$ cat src/rtl/timer_run_ctrl.sv
// Run-control sequencer for the 4-digit BCD timer: turns debounced button levels
// into one-cycle increment/clear commands, and owns the 1 Hz tick, blink and digit scan.
module timer_run_ctrl #(
  parameter int CLK_HZ  = 1000,
  parameter int TICK_HZ = 1
) (
  input  logic        clk,
  input  logic        rst,
  input  logic        start,
  input  logic        stop,
  input  logic        mode,
  input  logic        clr,
  input  logic [15:0] count_bcd,
  output logic        cnt_inc,
  output logic        cnt_clr,
  output logic        auto,
  output logic        run,
  output logic        done,
  output logic        blank,
  output logic [1:0]  sel
);
  localparam int DIV  = CLK_HZ / TICK_HZ;
  localparam int HALF = DIV / 2;
  localparam int DW   = $clog2(DIV);
  localparam int BW   = (HALF > 1) ? $clog2(HALF) : 1;

  typedef enum logic [1:0] {IDLE, RUN, PAUSE, DONE} state_t;

  state_t          state, st_n;
  logic [DW-1:0]   div_q, div_n;
  logic [BW-1:0]   bcnt, bcnt_n;
  logic            phase, ph_n;
  logic            clr_p, stop_p, start_p, mode_p;
  logic            e_clr, e_stop, e_start, e_mode;
  logic            full, wrap;
  logic            auto_n, inc_n, clr_n, blank_n;

  assign e_clr   = clr   & ~clr_p;
  assign e_stop  = stop  & ~stop_p;
  assign e_start = start & ~start_p;
  assign e_mode  = mode  & ~mode_p;
  assign full    = (count_bcd == 16'h9999);
  assign wrap    = (div_q == DW'(DIV - 1));

  always_comb begin
    st_n   = state;
    auto_n = auto;
    div_n  = div_q;
    inc_n  = 1'b0;
    clr_n  = 1'b0;
    if (e_clr) begin
      clr_n = 1'b1;
      st_n  = IDLE;
      div_n = '0;
    end else begin
      case (state)
        IDLE: begin
          // a stop edge, though ignored here, still outranks start and mode
          if (e_stop) begin
          end else if (e_start) begin
            if (auto) begin
              st_n  = RUN;
              div_n = '0;
            end else if (full) st_n = DONE;
            else inc_n = 1'b1;
          end else if (e_mode) auto_n = ~auto;
        end
        RUN: begin
          if (e_stop) st_n = PAUSE;
          else begin
            div_n = wrap ? '0 : div_q + 1'b1;
            if (wrap) begin
              if (full) st_n = DONE;
              else inc_n = 1'b1;
            end
          end
        end
        PAUSE: if (!e_stop && e_start) st_n = RUN;
        default: ;
      endcase
    end

    bcnt_n = bcnt;
    ph_n   = phase;
    if (st_n == RUN) begin
      bcnt_n = '0;
      ph_n   = 1'b0;
    end else if (bcnt == BW'(HALF - 1)) begin
      bcnt_n = '0;
      ph_n   = ~phase;
    end else bcnt_n = bcnt + 1'b1;

    blank_n = ph_n & (((st_n == IDLE) & ~auto_n) | (st_n == PAUSE) | (st_n == DONE));
  end

  always_ff @(posedge clk) begin
    if (rst) begin
      state   <= IDLE;
      div_q   <= '0;
      bcnt    <= '0;
      phase   <= 1'b0;
      clr_p   <= 1'b1;
      stop_p  <= 1'b1;
      start_p <= 1'b1;
      mode_p  <= 1'b1;
      auto    <= 1'b0;
      run     <= 1'b0;
      done    <= 1'b0;
      cnt_inc <= 1'b0;
      cnt_clr <= 1'b1;
      blank   <= 1'b0;
      sel     <= '0;
    end else begin
      state   <= st_n;
      div_q   <= div_n;
      bcnt    <= bcnt_n;
      phase   <= ph_n;
      clr_p   <= clr;
      stop_p  <= stop;
      start_p <= start;
      mode_p  <= mode;
      auto    <= auto_n;
      run     <= (st_n == RUN);
      done    <= (st_n == DONE);
      cnt_inc <= inc_n;
      cnt_clr <= clr_n;
      blank   <= blank_n;
      sel     <= sel + 2'd1;
    end
  end
endmodule

$ cat config.mk
export PLATFORM = sky130hd
export DESIGN_NAME = timer_run_ctrl
export DESIGN_NICKNAME = d
export VERILOG_FILES = /design/src/rtl/timer_run_ctrl.sv
export SDC_FILE = /design/constraint.sdc
export NUM_CORES = 1
export LEC_CHECK = 0
export CAP_MARGIN = 10
export CELL_PAD_IN_SITES_DETAIL_PLACEMENT = 0
export CELL_PAD_IN_SITES_GLOBAL_PLACEMENT = 2
export CORE_MARGIN = 4
export CORE_UTILIZATION = 30
export CTS_CLUSTER_SIZE = 8
export DETAILED_ROUTE_END_ITERATION = 8
export PLACE_DENSITY_LB_ADDON = 0.1
export SYNTH_ARGS = -nofsm -noshare
export SYNTH_HDL_FRONTEND = slang
export SYNTH_SLANG_ARGS = --single-unit
$ cat constraint.sdc
create_clock -name clk -period 2.1 [get_ports clk]
set_input_delay 0.525 -clock clk [delete_from_list [all_inputs] [get_ports clk]]
set_output_delay 0.525 -clock clk [all_outputs]
set_load 0.02 [all_outputs]
Yosys cells after proc, flatten, opt, wreduce, memory -nomap -nowiden
Cells that the tools add are included.

cells by class
  eq/ne operators = 12
  reduce and logical (&&, ||, !) cells = 8
  bitwise operators = 15
  muxes and demuxes = 30
  add/subtract/negate cells = 3

operator list
  kind                                                              number
  10-bit 2-to-1 mux                                                 5
  10-bit case mux with 2 select lines                               1
  16-bit == test (second input constant)                            1
  2-bit 2-to-1 mux                                                  8
  1-bit 2-to-1 mux                                                  14
  10-bit by 1-bit adder with 10-bit output (second input constant)  1
  10-bit == test (second input constant)                            1
  9-bit by 1-bit adder with 9-bit output (second input constant)    1
  9-bit == test (second input constant)                             1
  2-bit != test (second input constant)                             4
  1-bit NOT                                                         7
  1-bit AND                                                         6
  2-bit == test (second input constant)                             3
  2-bit case mux with 3 select lines                                1
  5-bit AND reduction                                               1
  2-bit by 1-bit == test with 1-bit output (second input constant)  2
  2-bit logical NOT                                                 2
  3-bit OR reduction                                                1
  2-bit by 1-bit adder with 2-bit output (second input constant)    1
  1-bit bitwise OR                                                  2
  1-bit case mux with 2 select lines                                1
  2-bit nonzero test                                                1
  2-bit OR reduction                                                1
  1-bit logical AND                                                 1
  1-bit logical NOT                                                 1

storage, ports and cells
  flip-flop bits (word level) = 34
  input port bits = 22
  word-level logic and storage cells = 83

Logic depth before layout (Yosys ltp)
Gate-level depths: netlist of run 1.

  depth after elaboration = 12
  mapped depth = 6

Least setup slack after synthesis of run 1
Ideal clock, no wire load.

  kind = in2reg
  start = input port stop
  end = register blank
  path buffers = 0
  library setup time = 0.088 ns
  stages on the path = 5
  slack = 0.325 ns
  arrival time = 1.687 ns
  data required time = 2.012 ns
  cells stage by stage = nor2b_1 -> or4b_4 -> a21boi_4 -> nor2_2 -> o32ai_2

on the way
  longest elaborated chain between the ends = 11

RTL lines
  what                                line  text
  start, declared                     10    input logic stop,
  1-bit AND (*)                       39    assign e_stop = stop & ~stop_p;
  1-bit logical NOT                   78    PAUSE: if (!e_stop && e_start) st_n = RUN;
  1-bit logical AND                   78
  2-bit 2-to-1 mux                    78
  2-bit case mux with 3 select lines  56    case (state)
  2-bit 2-to-1 mux                    51    if (e_clr) begin
  2-bit logical NOT                   93    blank_n = ph_n & (((st_n == IDLE) & ~auto_n) | (st_n == PAUSE) | (st_n == DONE));
  1-bit AND                           93
  1-bit bitwise OR (2 in a row)       93
  1-bit AND (*)                       93
  end signal, assigned                127   blank <= blank_n;
  end, declared                       19    output logic blank,

Every way passes the cells marked *; elsewhere a longest branch is shown, timed or not.
A chain may end at the register's enable or synchronous reset.

Worst setup path in the final report of run 1
Same ends and word-level chain as after synthesis.

==> impl_metrics.toml, run 1 <==
[hold_path]
worstHoldEndpoint = "bcnt[0]$_SDFF_PP0_"
hold_class = "flip-flop to flip-flop"
hold_depth = 1
hold_start = "bcnt[0]$_SDFF_PP0_"

[cts]
cts_tree = "yes"
cts.path.max_buffers = 2
clkTransAtPathRegs_ns = 0.07
cts-root-buf = "clkbuf_8"
htree_levels = 2
cts.sinks = 34
cts_buffers = 5
clk-insertion-delay-late_ns = 0.28

[logic_synthesis]
ys_seq_area_share_pct = 44.8
syn-num-nets = 191
synth_area_per_cell_um2 = 9.10
synth_cell_types = 41
ys_ff_latch = 34
netlist.area_leader.share_pct = 44.8
synthCells = 167
syn_area_um2 = 1520
synth_edf_count = 0
yosys_warnings = 0
synth_area_leaders = "dfxtp_1 (45%), nor2_1 (7.7%), xnor2_1 (5.2%), xor2_1 (3.5%), nor4bb_1 (2.6%)"
ys.flop_type = "dfxtp_1"
synth_top_area_cell = "dfxtp_1"
async_reset_ff_share_pct = 0

[layout]
nets = 238
utilization_pct = 43.4
regArea_um2 = 681
antennaDiodeCount = 0
multi_input_area_um2 = 826
fillers = 510
syn2layout_area_growth_pct = 37.6
layout-drive-gt1-share_pct = 17.2

[flow_run]
maxCapViolations = 0

[floorplan]
fp-row-count = 25
dieArea_um2 = 6270
die_x_um = 79.2
initial_utilization_pct = 31.6
core_um2 = 4820
die_h_um = 79.2
io_pins = 30

[timing]
slew_violations = 0
fin_crit_ns = 2.04
rsz0062_at_grt = "yes"
relSlewSlack_pct = 60.6
finalSetupViolations = 0
hold_violations = 0
worst_slew_pin_slew_ns = 0.577
period_share_pct = 97.0
fmaxAchievable_ghz = 0.491
clock_skew_ns = 0.00371

[critical_path]
end_kind = "flip-flop"
r2r_start = "div_q[2]$_SDFFE_PP0P_"
r2r_cells = 4
start_kind = "input port"
cp_max_fo = 4
worstSetupPathType = "input port to flip-flop"
r2r_end = "cnt_inc$_SDFF_PP0_"
arrival_ns = 2.23
reg2reg_slack_ns = 0.28
cp.required_ns = 2.29

[placed_design]
dp_hpwl_um = 2740
port_buffers = 29
gp_congestion = 0.857

[grt]
antenna_found_initial = 0
grt_max_degree = 11
grt_pass1_wl_um = 5900
grt_remaining_overflow = 0
grt_pass1_vias = 1282
grtUsageTotal_pct = 12.0

[run_status]
status = "finished clean"

[drt]
via_per_inst = 4.68
drtAntennaViolNets = 0
wire_per_inst_um = 12.4
drt-initial-drc-count = 48
wirelength_um = 3510
routed-via-count = 1321
drc = 0
dr.pass1.iters = 4

[pwr]
vdd_drop_max_v = 0.000424
p_per_area_nw_per_um2 = 619
p_leak_nw = 0.743
finalPower_mw = 1.29
## synth_stat cells, drive strengths merged, types with 2 or more instances
cell    count
nor4        3
or2         5
a311oi      2
a21oi       3
nand2b      6
and4        2
nand4       5
xor2        6
ha          2
or3         3
nor3        3
nand3       5
nor2b       2
inv         6
dfxtp      34
nor4bb      4
nand2       9
clkbuf      2
a21boi      2
nor2       32
xnor2       9
o21ai       8
o211ai      2
## critical path: stages
cell	delay, ns
clkdlybuf4s50_1	0.42
nor2b_2	0.18
or4b_4	0.53
a21boi_4	0.21
nor2_2	0.08
o32ai_2	0.28
## registers in the layout, summed over array words and instances (netlist names)
name,cells
cnt_clr,1
phase,1
bcnt,9
sel,2
div_q,10
start_p,1
mode_p,1
state,2
stop_p,1
cnt_inc,1
run,1
done,1
clr_p,1
auto,1
blank,1
## cell families (layout without fill, tap and decap cells)
| logic type | after synthesis | after routing | share of synthesized area, % |
|---|---|---|---|
| flops | 34 | 34 | 44.8 |
| buf+inv | 8 | 56 | 1.98 |
| compound gates | 24 | 24 | 12.1 |
| fa+ha+maj | 2 | 2 | 1.65 |
| simple gates | 83 | 83 | 30.2 |
| mux | 1 | 1 | 0.658 |
| xor+xnor | 15 | 15 | 8.64 |
## placed cells by master (no fill, tap or decap), types with 2 or more instances in the layout
master / n
or2_2: 5
nand2b_1: 6
ha_1: 2
nand4_1: 5
inv_1: 5
buf_4: 13
o21ai_0: 7
clkdlybuf4s50_1: 29
a311oi_1: 2
xor2_1: 6
xnor2_1: 9
a21oi_1: 3
nand2_1: 9
nor3_1: 3
nor2_1: 31
nor4_1: 2
dfxtp_1: 34
clkbuf_8: 6
or3_1: 3
nor4bb_2: 2
nand3_1: 5
nor4bb_1: 2
## power breakdown
group	internal, mW	switching, mW
Combinational	0.0782	0.0489
Clock	0.264	0.232
Sequential	0.660	0.0107
Total	1.00	0.291
## per-layer routing
metal	track usage [%]	up-vias	routed length [µm]
li1	-	684	-
met1	14.8	613	1580
met2	19.4	20	1750
met3	3.85	4	131
met4	4.98	0	44
met5	0	-	0
## how the worst max path moves through the flow
| stage | end | from | depth (start not counted) |
|---|---|---|---|
| CTS | blank$_SDFF_PP0_ | stop | 6 |
| global placement | bcnt[8]$_SDFF_PP0_ | count_bcd[4] | 7 |
| global route | bcnt[0]$_SDFF_PP0_ | count_bcd[12] | 7 |
| detailed placement | blank$_SDFF_PP0_ | stop | 6 |
| finish | blank$_SDFF_PP0_ | stop | 6 |
| floorplan | blank$_SDFF_PP0_ | stop | 5 |
## stage by stage
step                area (µm²)  hold slack (ns)  instances  setup slack (ns)  TNS (ns)
finish                    2090            0.447        282            0.0626         0
global placement          1980            0.426        274            -0.219     -2.83
global route              2090            0.479        282          -0.00531   -0.0124
floorplan                 1520            0.418        167             0.325         0
CTS                       2080            0.453        282            0.0636         0
detailed placement        1980            0.444        274            -0.234     -2.82
## area by class of cell
cell class	count	share of cell area, %
tap	67	4.01
sequential	34	32.5
clock inverter	1	0.239
inverter	6	1.08
timing repair buffer	42	18.5
multi-input combinational	125	39.5
clock buffer	7	4.13
## timing repair
action	4_1_cts	5_1_grt
buffers inserted	0	0
hold buffers	0	0
gates resized for setup	0	4
setup endpoints to repair	0	9
No activity file was read; power rests on OpenSTA's default activity.
==> inputs of run 2 (changes only) <==
Settings changed: CORE_UTILIZATION 30 to 33.
Clock period 2.1 ns to 2.54 ns, I/O delays scaled along.
==> impl_metrics.toml, run 2 (synthesized netlist as in run 1, its figures left out) <==
[run_status]
status = "finished clean"

[layout]
syn2layout_area_growth_pct = 30.9
final_common_cell = "dfxtp_1"
final_area_um2 = 1990
reg_top3 = "div_q: 10 flops, bcnt: 9 flops"
largest_register_ffs = 10
antennaDiodeCount = 0
top_register = "div_q"
utilization_pct = 45.1
mostFrequentLayoutCells = "dfxtp_1 (34), nor2_1 (31), clkdlybuf4s50_1 (29)"
nets = 229
layout-drive-gt1-share_pct = 11.7
final_cells = 258

[flow_run]
maxCapViolations = 0

[cts]
cts_tree = "yes"
cts_resized = 0
htree_levels = 2
postCtsHoldBufs = 0
cts-root-buf = "clkbuf_8"
cts.sinks = 34
clk-insertion-delay-late_ns = 0.28
cts_setup_buffers = 0
cts.path.max_buffers = 2
cts_buffers = 5
clkTransAtPathRegs_ns = 0.06

[pwr]
clkPwrFrac_pct = 38.4
power.switching_mw = 0.236
comb_power_share_pct = 9.2
p_leak_nw = 0.696
seq_power_share_pct = 52.4
vdd_drop_max_v = 0.000344
finalPower_mw = 1.06
p_per_area_nw_per_um2 = 532
internal_power_mw = 0.823
swShare_pct = 22.3

[grt]
met2_usage_pct = 21.2
gr-usage-met1_pct = 16.0
grt_pass1_vias = 1206
antenna_found_initial = 0
grt_max_degree = 11
use_met3_pct = 4.49
grt_remaining_overflow = 0
top_usage_layer = "met2"
grt_pass1_wl_um = 5680
grtUsageTotal_pct = 12.9

[drt]
drt-initial-drc-count = 42
routed-via-count = 1317
dr.pass1.iters = 4
drtAntennaViolNets = 0
wire_per_inst_um = 13.2
wirelength_um = 3400
via_per_inst = 5.10
drc = 0

[critical_path]
arrival_ns = 2.32
end_kind = "flip-flop"
slowest_delay_ns = 0.45
start_kind = "input port"
cp_top_family = "simple AND/OR/NAND/NOR gates"
path_buf_inv = 1
worstSetupPathType = "input port to flip-flop"
cp.required_ns = 2.70
cp_cell_sequence = "clkdlybuf4s50_1, nor4bb_1, and4_1, o2111ai_1, o211ai_2, nor2_1"
cp_max_fo = 8
slowest_stage = "clkdlybuf4s50_1"

[floorplan]
core_um2 = 4410
initial_utilization_pct = 34.4
fp-row-count = 24
die_h_um = 75.9
io_pins = 30
dieArea_um2 = 5760
die_x_um = 75.9

[timing]
finalSetupViolations = 0
slew_violations = 0
relSlewSlack_pct = 71.4
setup_tns_ns = 0
worst_slew_pin_slew_ns = 0.426
period_share_pct = 85.3
setup_slack_ns = 0.372
hold_slack_ns = 0.454
rsz0062_at_grt = "no"
fin_crit_ns = 2.17
clock_skew_ns = 0.00746
hold_violations = 0
fmaxAchievable_ghz = 0.461

[placed_design]
port_buffers = 29
dp_hpwl_um = 2560
gp_congestion = 0.809
place_area_um2 = 1900
dp_slack_ns = 0.0448
dp.cells = 250

[hold_path]
hold_class = "flip-flop to flip-flop"
-- run 2: cell count changes in the layout (fill, tap and decap cells not counted), sizes merged --
cell  delta
buf      -9
-- run 2: final cells by class --
| type | instances | area [µm²] |
|---|---|---|
| tap | 52 | 65.1 |
| fill | 443 | 2420 |
| clock inverter | 1 | 5.00 |
| clock buffer | 7 | 86.3 |
| inverter | 6 | 22.5 |
| sequential | 34 | 681 |
| multi-input combinational | 125 | 810 |
| timing repair buffer | 33 | 320 |
-- run 2: power by group through the flow --
stage	clock network [mW]	logic (mW)	registers (mW)
3_3_place_gp	0	0.0970	0.567
2_1_floorplan	0	0.0355	0.572
5_1_grt	0.444	0.107	0.556
4_1_cts	0.423	0.0988	0.555
3_5_place_dp	0	0.0981	0.567
6_report	0.407	0.0973	0.555
-- run 2: layer usage --
| layer | wire, µm | part of all wire [%] |
|---|---|---|
| met1 | 1560 | 46 |
| met2 | 1530 | 45 |
| met5 | 0 | 0 |
| met3 | 283 | 8.3 |
| met4 | 27 | 0.79 |
-- run 2: final timing paths --
path | depth (start not counted) | slack [ns] | startpoint | end
setup reg to reg | 5 | 0.82 | auto$_SDFF_PP0_ | div_q[7]$_SDFFE_PP0P_
setup / recovery | 6 | 0.37 | count_bcd[4] | bcnt[6]$_SDFF_PP0_
hold reg to reg | 1 | 0.45 | bcnt[0]$_SDFF_PP0_ | bcnt[0]$_SDFF_PP0_
hold / removal | 1 | 0.45 | bcnt[0]$_SDFF_PP0_ | bcnt[0]$_SDFF_PP0_
==> inputs of run 3 (changes only) <==
==> constraint.sdc (replaced) <==
create_clock -name clk -period 2.54 [get_ports clk]
set_input_delay 0.635 -clock clk [delete_from_list [all_inputs] [get_ports clk]]
set_output_delay 0.635 -clock clk [all_outputs]
set_load 0.05 [all_outputs]
==> results of run 3 <==
The final DEF is identical to that of run 2. Status: finished clean.
Main changes from that run: setup slack after layout 0.372 ns -> 0.345 ns; start point of the critical path count_bcd[4] -> auto$_SDFF_PP0_; end point of the critical path bcnt[6]$_SDFF_PP0_ -> auto; total power 1.06 mW -> 1.07 mW; worst IR drop on VDD 0.000344 V -> 0.000345 V
